==> config.mk <==
export PLATFORM = sky130hd
export DESIGN_NAME = logic_unit_arbiter
export DESIGN_NICKNAME = d
export VERILOG_FILES = /design/src/rtl/logic_unit_arbiter.sv
export SDC_FILE = /design/constraint.sdc
export NUM_CORES = 1
export LEC_CHECK = 0
export ABC_AREA = 1
export BUFFER_PORTS_ARGS = -buffer_cell sky130_fd_sc_hd__buf_2
export CAP_MARGIN = 20
export CORE_MARGIN = 3
export CORE_UTILIZATION = 25
export CTS_CLUSTER_DIAMETER = 200
export DETAILED_ROUTE_END_ITERATION = 10
export PLACE_DENSITY = 0.49
export SLEW_MARGIN = 20
export SYNTH_ARGS = -nofsm -noshare
export SYNTH_HDL_FRONTEND = slang
export SYNTH_SLANG_ARGS = --single-unit
==> constraint.sdc <==
create_clock -name i_clock -period 4.4 [get_ports i_clock]
set_clock_uncertainty 0.05 [all_clocks]
set_input_delay 0.44 -clock i_clock [delete_from_list [all_inputs] [get_ports i_clock]]
set_output_delay 0.44 -clock i_clock [all_outputs]
set_load 0.01 [all_outputs]
==> src/rtl/logic_unit_arbiter.sv <==
// ============================================================================
// logic_unit_arbiter
//
// Purpose:
//   Shares one registered WIDTH-bit bitwise logic unit between two requesters.
//   Requester 0 is the execute-stage ALU path. Requester 1 is the
//   branch/compare helper. Ties are broken round-robin. The winner sees a
//   one-cycle grant pulse when its operands are latched. A single result
//   channel is then held until the owner acknowledges it.
//
//   Opcodes: 00 = A AND B, 01 = A OR B, 10 = NOT A, 11 = A XOR B (optional).
//
// Configuration:
//   LOGIC_ARB_XOR_EN  When defined, opcode 11 computes A XOR B.
//                     When undefined, opcode 11 is illegal: the result is 0,
//                     o_result_zero is 1, and o_op_err is 1.
//
// Ports:
//   i_clock          system clock, rising edge
//   i_reset          asynchronous, active-high reset
//   i_req0/i_req1    request levels from requester 0 / 1
//   i_op0/i_op1      2-bit opcodes
//   i_a0/i_b0        requester 0 operands (WIDTH bits)
//   i_a1/i_b1        requester 1 operands (WIDTH bits)
//   i_result_ack     current owner consumed the result
//   o_gnt0/o_gnt1    one-cycle pulse: that requester's operands were latched
//   o_result         registered result (WIDTH bits)
//   o_result_valid   result valid and held
//   o_result_owner   index of the requester owning the result
//   o_result_zero    result == 0 (qualified by o_result_valid)
//   o_op_err         illegal opcode executed (qualified by o_result_valid)
//   o_busy           high while in EXEC or DONE
// ============================================================================
module logic_unit_arbiter #(
    parameter int WIDTH = 32
) (
    input  logic             i_clock,
    input  logic             i_reset,
    input  logic             i_req0,
    input  logic [1:0]       i_op0,
    input  logic [WIDTH-1:0] i_a0,
    input  logic [WIDTH-1:0] i_b0,
    input  logic             i_req1,
    input  logic [1:0]       i_op1,
    input  logic [WIDTH-1:0] i_a1,
    input  logic [WIDTH-1:0] i_b1,
    input  logic             i_result_ack,
    output logic             o_gnt0,
    output logic             o_gnt1,
    output logic [WIDTH-1:0] o_result,
    output logic             o_result_valid,
    output logic             o_result_owner,
    output logic             o_result_zero,
    output logic             o_op_err,
    output logic             o_busy
);

    typedef enum logic [1:0] {
        IDLE = 2'd0,
        EXEC = 2'd1,
        DONE = 2'd2
    } state_t;

    state_t           r_state;
    logic             r_lastOwner;
    logic             r_owner;
    logic [1:0]       r_op;
    logic [WIDTH-1:0] r_a;
    logic [WIDTH-1:0] r_b;
    logic             r_gnt0;
    logic             r_gnt1;
    logic [WIDTH-1:0] r_result;
    logic             r_resultValid;
    logic             r_resultOwner;
    logic             r_resultZero;
    logic             r_opErr;
    logic             r_busy;

    logic             w_anyReq;
    logic             w_winner;
    logic             w_grant;
    logic [1:0]       w_winOp;
    logic [WIDTH-1:0] w_winA;
    logic [WIDTH-1:0] w_winB;
    logic [WIDTH-1:0] w_calc;
    logic             w_calcErr;

    // On a tie the requester that did not win last time goes next.
    // Arbitration happens from IDLE, or from DONE in the same cycle the
    // result is acknowledged, which gives back-to-back operation.
    always_comb begin
        w_anyReq = i_req0 | i_req1;
        w_winner = (i_req0 && i_req1) ? ~r_lastOwner : i_req1;
        w_grant  = w_anyReq &&
                   ((r_state == IDLE) || ((r_state == DONE) && i_result_ack));
        w_winOp  = w_winner ? i_op1 : i_op0;
        w_winA   = w_winner ? i_a1  : i_a0;
        w_winB   = w_winner ? i_b1  : i_b0;
    end

    // The logic unit operates on the latched operands only.
    always_comb begin
        w_calc    = '0;
        w_calcErr = 1'b0;
        case (r_op)
            2'b00:   w_calc = r_a & r_b;
            2'b01:   w_calc = r_a | r_b;
            2'b10:   w_calc = ~r_a;
            default: begin
`ifdef LOGIC_ARB_XOR_EN
                w_calc    = r_a ^ r_b;
                w_calcErr = 1'b0;
`else
                w_calc    = '0;
                w_calcErr = 1'b1;
`endif
            end
        endcase
    end

    always_ff @(posedge i_clock or posedge i_reset) begin
        if (i_reset) begin
            r_state       <= IDLE;
            r_lastOwner   <= 1'b1;
            r_owner       <= 1'b0;
            r_op          <= 2'b00;
            r_a           <= '0;
            r_b           <= '0;
            r_gnt0        <= 1'b0;
            r_gnt1        <= 1'b0;
            r_result      <= '0;
            r_resultValid <= 1'b0;
            r_resultOwner <= 1'b0;
            r_resultZero  <= 1'b0;
            r_opErr       <= 1'b0;
            r_busy        <= 1'b0;
        end else begin
            r_gnt0 <= 1'b0;
            r_gnt1 <= 1'b0;

            if (w_grant) begin
                r_op        <= w_winOp;
                r_a         <= w_winA;
                r_b         <= w_winB;
                r_owner     <= w_winner;
                r_lastOwner <= w_winner;
                r_gnt0      <= ~w_winner;
                r_gnt1      <= w_winner;
                r_busy      <= 1'b1;
                r_state     <= EXEC;
            end

            case (r_state)
                IDLE: begin
                end
                EXEC: begin
                    r_result      <= w_calc;
                    r_resultValid <= 1'b1;
                    r_resultOwner <= r_owner;
                    r_resultZero  <= (w_calc == '0);
                    r_opErr       <= w_calcErr;
                    r_state       <= DONE;
                end
                DONE: begin
                    // The result value itself is left stale after the ack.
                    // Only the valid flag is dropped.
                    if (i_result_ack) begin
                        r_resultValid <= 1'b0;
                        if (!w_anyReq) begin
                            r_busy  <= 1'b0;
                            r_state <= IDLE;
                        end
                    end
                end
                default: begin
                    r_busy  <= 1'b0;
                    r_state <= IDLE;
                end
            endcase
        end
    end

    assign o_gnt0         = r_gnt0;
    assign o_gnt1         = r_gnt1;
    assign o_result       = r_result;
    assign o_result_valid = r_resultValid;
    assign o_result_owner = r_resultOwner;
    assign o_result_zero  = r_resultZero;
    assign o_op_err       = r_opErr;
    assign o_busy         = r_busy;

endmodule

==> results.json, run 1 <==
{
  "remaining_drc_errors": 0,
  "critPathMostFrequentCell": "nand2_1",
  "drive_gt1_frac": 0.2259,
  "power-per-cell-area_nw_per_um2": 676.7,
  "timing.rr.start": "r_state[0]",
  "crit_path_end_kind": "register",
  "synth.most_common_cell": "nand2_1",
  "htreeDepth": 3,
  "clockBufferDepth": 2,
  "synth_top_cell_by_area": "dfrtp_1",
  "layout_setup_ws_ns": 1.687,
  "ctsHoldBuffers": 0,
  "core-area_um2": 21350,
  "final_max_slew_viol_count": 0,
  "synth-simple-area-share": 0.2935,
  "max_freq_mhz": 368.7,
  "critPathTopFamily": "buffers and inverters",
  "synth-compound-area-share": 0.1281,
  "ant_nets": 0,
  "port_buffers": 175,
  "yosys.area.top_type_share": 0.4888,
  "status": "finished clean",
  "seq_area_frac_synth": 0.4936,
  "path_cells": "nor2_1 -> o21a_2 -> nand2_1 -> inv_2 -> buf_4 -> nand2_1 -> o211ai_1",
  "wl_per_cell_um": 14.34,
  "grtUsageTotal": 0.1439,
  "worstPathArrival_ns": 2.93,
  "setup_viol": 0,
  "n_fill_cell": 2348,
  "worstSetupPathType": "register to register",
  "synthFlopType": "dfrtp_1",
  "syn_inst": 752,
  "ctsRootBufferMaster": "clkbuf_16",
  "reg2reg_depth": 7,
  "syn_avg_cell_area_um2": 7.352,
  "crit_slowest_cell": "inv_2",
  "die-area_um2": 23940,
  "ys_ff_latch": 109,
  "period_needed_ns": 2.713,
  "drtPass1Iterations": 5,
  "post_cts_buffers": 0,
  "p_leak_uw": 0.003529,
  "synth_fa_ha_area_frac": 0,
  "critPathLaunchType": "register",
  "clock_latency_ns": 0.35,
  "vias": 5171,
  "grt_max_degree": 69,
  "synthTopCellsByArea": "dfrtp_1 49%, nand2_1 23%, o211ai_1 8.7%",
  "synth_edf_count": 0,
  "antennaDiodeCount": 0,
  "vdd_ir_drop_max_mv": 0.1913,
  "synth_xor_area_frac": 0,
  "min_period_over_period": 0.6165,
  "drt_iter0_markers": 254,
  "holdWs_ns": 0.2277,
  "finalSetupTns_ns": 0,
  "clk_pin_slew_ns": 0.07,
  "ios": 176,
  "hold_viol": 0,
  "cp_max_fo": 50,
  "pre_cts_slack_ns": 1.464,
  "ff2ff_setup_slack_ns": 1.69,
  "cts_buffers": 9,
  "relSlewSlack": 0.3777,
  "synth_cell_types": 20,
  "cts_sinks": 109,
  "gp_congestion": 0.7404,
  "routed_via_density": 4.356,
  "initial_core_util": 0.2589,
  "drv_cap": 0,
  "netlist_area_um2": 5529,
  "syn-num-nets": 889,
  "wirelength_um": 17020,
  "grt_antenna_before_repair": 1,
  "die_h_um": 154.7,
  "grt_pass1_wl_um": 27350,
  "ys_warn_count": 0,
  "synthMuxAreaShare": 0,
  "grt_pass1_vias": 5194,
  "gr-total-overflow": 0,
  "crit_required_ns": 4.62,
  "cts_tree": "yes",
  "cts_resized": 0,
  "dp_hpwl_um": 11830,
  "fp.dieW_um": 154.7,
  "fin_total_pwr_uw": 4683,
  "reg2reg_to": "r_a[6]",
  "rows": 53,
  "synth_top_family_by_area": "simple AND/OR/NAND/NOR gates",
  "rsz0062_at_grt": "no",
  "min_path_type": "primary input to async pin",
  "nNetsFinal": 1044,
  "slowest_delay_ns": 0.71,
  "synthTopCellsByCount": "335 x nand2_1, 108 x dfrtp_1, 71 x inv_1, 71 x nor2_1, 64 x o211ai_1",
  "syn_to_final_growth_pct": 25.16,
  "async_flop_share": 1.000,
  "cp_num_buf_inv": 2,
  "path_depth": 7,
  "tightest_slew_ns": 0.9321
}
==> power breakdown <==
group | leakage [uW] | switching, uW | internal (uW)
Combinational | 0.00202 | 1400 | 711
Clock | 0.000153 | 372 | 497
Sequential | 0.00136 | 246 | 1450
==> state kept, by name, summed over array words and instances, names as in the netlist <==
signal and count:
r_a 32, o_result 32, r_lastOwner 1, r_op 2, o_busy 1, r_owner 1, r_state 2, o_result_owner 1
o_result_valid 1, o_gnt0 1, o_op_err 1, r_b 32, o_result_zero 1, o_gnt1 1
==> routing by layer <==
| layer | GRT usage | vias up | routed length [um] |
|---|---|---|---|
| li1 | - | 2672 | - |
| met1 | 0.1944 | 2338 | 7910 |
| met5 | 0 | - | 13 |
| met4 | 0.03448 | 2 | 167 |
| met2 | 0.2321 | 147 | 7804 |
| met3 | 0.03693 | 12 | 1125 |
==> stage by stage <==
stage	util	std cells	instance area, um2
final	0.3241	1187	6920
after global routing	0.3241	1187	6920
after CTS	0.3240	1187	6919
after detailed placement	0.3096	1171	6611
after global placement	0.3096	1171	6611
after floorplan	-	752	5529
==> worst max-delay path by stage <==
stage / startpoint / to / slack [ns]
global route: r_state[0] / r_a[10] / 1.39
finish: r_state[0] / r_a[6] / 1.69
global placement: i_req1 / r_b[11] / 1.48
detailed placement: i_req1 / r_a[6] / 1.46
CTS: r_state[0] / r_a[6] / 1.62
floorplan: i_reset / o_busy / 1.04
==> layout by cell type, fill, tap and decap left out, drive strengths merged <==
| cell | instances |
|---|---|
| a21oi | 1 |
| buf | 181 |
| bufinv | 2 |
| clkbuf | 11 |
| clkinv | 4 |
| dfrtp | 108 |
| dfstp | 1 |
| inv | 73 |
| nand2 | 336 |
| nand3 | 6 |
| nor2 | 73 |
| nor3 | 9 |
| o211ai | 64 |
| o21a | 1 |
| o21ai | 40 |
| o31ai | 2 |
==> logic make-up (layout without fill, tap and decap cells) <==
group | after synthesis | in the layout
flops | 109 | 109
simple gates | 424 | 424
compound gates | 108 | 108
buf+inv | 111 | 271
==> layout make-up <==
cell class / count / area (um2) / area share
Multi-Input combinational cell: 532 / 2337 / 0.3377
Clock inverter: 5 / 75.07 / 0.01085
Tap cell: 275 / 344.1 / 0.04972
Clock buffer: 11 / 232.7 / 0.03363
Timing Repair Buffer: 181 / 920.9 / 0.1331
Inverter: 74 / 281.5 / 0.04068
Sequential cell: 109 / 2729 / 0.3943
Power figures use the tool's default switching activity.
==> run 2, diff against run 1 <==
--- a/config.mk
+++ b/config.mk
@@ -12,7 +12,7 @@
 export CORE_UTILIZATION = 25
 export CTS_CLUSTER_DIAMETER = 200
 export DETAILED_ROUTE_END_ITERATION = 10
-export PLACE_DENSITY = 0.49
+export PLACE_DENSITY = 0.51
 export SLEW_MARGIN = 20
 export SYNTH_ARGS = -nofsm -noshare
 export SYNTH_HDL_FRONTEND = slang
==> constraint.sdc (replaced) <==
create_clock -name i_clock -period 2.2 [get_ports i_clock]
set_clock_uncertainty 0.05 [all_clocks]
set_input_delay 0.22 -clock i_clock [delete_from_list [all_inputs] [get_ports i_clock]]
set_output_delay 0.22 -clock i_clock [all_outputs]
set_load 0.01 [all_outputs]
==> results.json, run 2 (synthesis results as in run 1) <==
{
  "status": "finished clean",
  "drtPass1Iterations": 4,
  "vdd_ir_drop_max_mv": 0.4419,
  "final_common_cell": "nand2_1",
  "crit_slowest_cell": "dfrtp_1",
  "layout_setup_ws_ns": 0.2604,
  "critPathLaunchType": "register",
  "startpoint": "r_op[0]",
  "dp_hpwl_um": 12500,
  "min_path_type": "primary input to register",
  "grt_max_degree": 35,
  "max_freq_mhz": 515.6,
  "pre_cts_slack_ns": 0.1756,
  "grt_pass1_wl_um": 26680,
  "drt_iter0_markers": 266,
  "fin_total_pwr_uw": 9588,
  "initial_core_util": 0.2589,
  "relSlewSlack": 0.6219,
  "die_h_um": 154.7,
  "most-common-layout-cells": "335 x nand2_1, 175 x buf_2, 108 x dfrtp_1",
  "grt_pass1_vias": 5180,
  "worstPathArrival_ns": 2.19,
  "period_needed_ns": 1.940,
  "rsz0062_at_grt": "no",
  "ant_nets": 0,
  "port_buffers": 175,
  "clock_latency_ns": 0.36,
  "slowest_delay_ns": 0.50,
  "place_inst": 1183,
  "cts_tree": "yes",
  "critPathTopFamily": "simple AND/OR/NAND/NOR gates",
  "setup_viol": 0,
  "ctsRootBufferMaster": "clkbuf_16",
  "antennaDiodeCount": 0,
  "remaining_drc_errors": 0,
  "nNetsFinal": 1062,
  "worstSetupPathType": "register to register",
  "ios": 176,
  "routed_via_density": 4.325,
  "syn_to_final_growth_pct": 28.83,
  "cp_num_buf_inv": 3,
  "htreeDepth": 3,
  "drv_cap": 0,
  "grt_antenna_before_repair": 0,
  "wirelength_um": 16810,
  "hold_viol": 0,
  "cts_buffers": 9,
  "crit_path_end_kind": "register",
  "clk_pin_slew_ns": 0.08,
  "min_from": "i_a1[1]",
  "fp.dieW_um": 154.7,
  "clockBufferDepth": 2,
  "min_period_over_period": 0.8817,
  "drive_gt1_frac": 0.2419,
  "final_cells": 1205,
  "die-area_um2": 23940,
  "timing.rr.start": "r_op[0]",
  "final_max_slew_viol_count": 0,
  "path_cells": "inv_4 -> nor2_4 -> buf_12 -> buf_4 -> nand2_1 -> nand2_1 -> nor2_1 -> nand2_1 -> nor2_1 -> nand2_1 -> nor2_1 -> nand2_1 -> nand2_1",
  "vias": 5212,
  "gp_congestion": 0.7728,
  "fin_util": 0.3336,
  "rows": 53,
  "core-area_um2": 21350,
  "cts_sinks": 109,
  "crit_required_ns": 2.45,
  "finalSetupTns_ns": 0,
  "grtUsageTotal": 0.1397,
  "wl_per_cell_um": 13.95,
  "p_leak_uw": 0.003626,
  "power-per-cell-area_nw_per_um2": 1346,
  "gr-total-overflow": 0,
  "cp_max_fo": 8,
  "tightest_slew_ns": 0.5660,
  "critPathMostFrequentCell": "nand2_1"
}
[run 2: worst min-delay path, stage by stage]
cell,delay [ns]
buf_2,0.07
nand2_1,0.04
nand3_1,0.05
[run 2: layout make-up]
cell class | count | area, um2
clock buffer | 9 | 225.2
inverter | 74 | 284.0
clock inverter | 7 | 73.82
sequential | 109 | 2729
fill | 2318 | 14230
multi-input combinational | 533 | 2354
timing repair buffer | 198 | 1114
tap | 275 | 344.1
[run 2: where the power goes]
group / total, uW / switching [uW] / internal, uW
sequential: 3390 / 481 / 2910
clock: 1650 / 764 / 888
combinational: 4550 / 2920 / 1630
[run 2: path summary, 6_finish.rpt]
| kind | end | slack, ns | cells past startpoint |
|---|---|---|---|
| worst max register to register | o_result_zero | 0.26 | 13 |
| min in group asynchronous | o_result[1] | 0.41 | 3 |
| worst min register to register | r_lastOwner | 0.43 | 2 |
| max in group asynchronous | r_b[14] | 1.10 | 4 |
| worst max-delay path | o_result_zero | 0.26 | 13 |
| worst min-delay path | r_a[1] | 0.02 | 3 |
[run 2: timing repair]
action	in CTS	in global routing
setup endpoints to repair	0	1
setup buffers	0	4
hold endpoints to repair	15	0
hold buffers	1	0
resized for setup	0	3
[run 2: layer usage]
| metal | share of wire | global-route usage | wire, um | vias up |
|---|---|---|---|---|
| met1 | 0.45 | 0.1869 | 7643 | 2332 |
| li1 | - | - | - | 2711 |
| met4 | 0.016 | 0.04373 | 262 | 0 |
| met2 | 0.46 | 0.2211 | 7744 | 153 |
| met3 | 0.069 | 0.03749 | 1161 | 16 |
| met5 | 0 | 0 | 0 | - |
[run 2: through the flow]
step	hold slack, ns	cell area [um2]
final	0.01869	7123
after global routing	0.01122	7123
after CTS	0.003762	7049
after detailed placement	0.2682	6740
after global placement	0.2749	6740
after floorplan	0.2899	5533
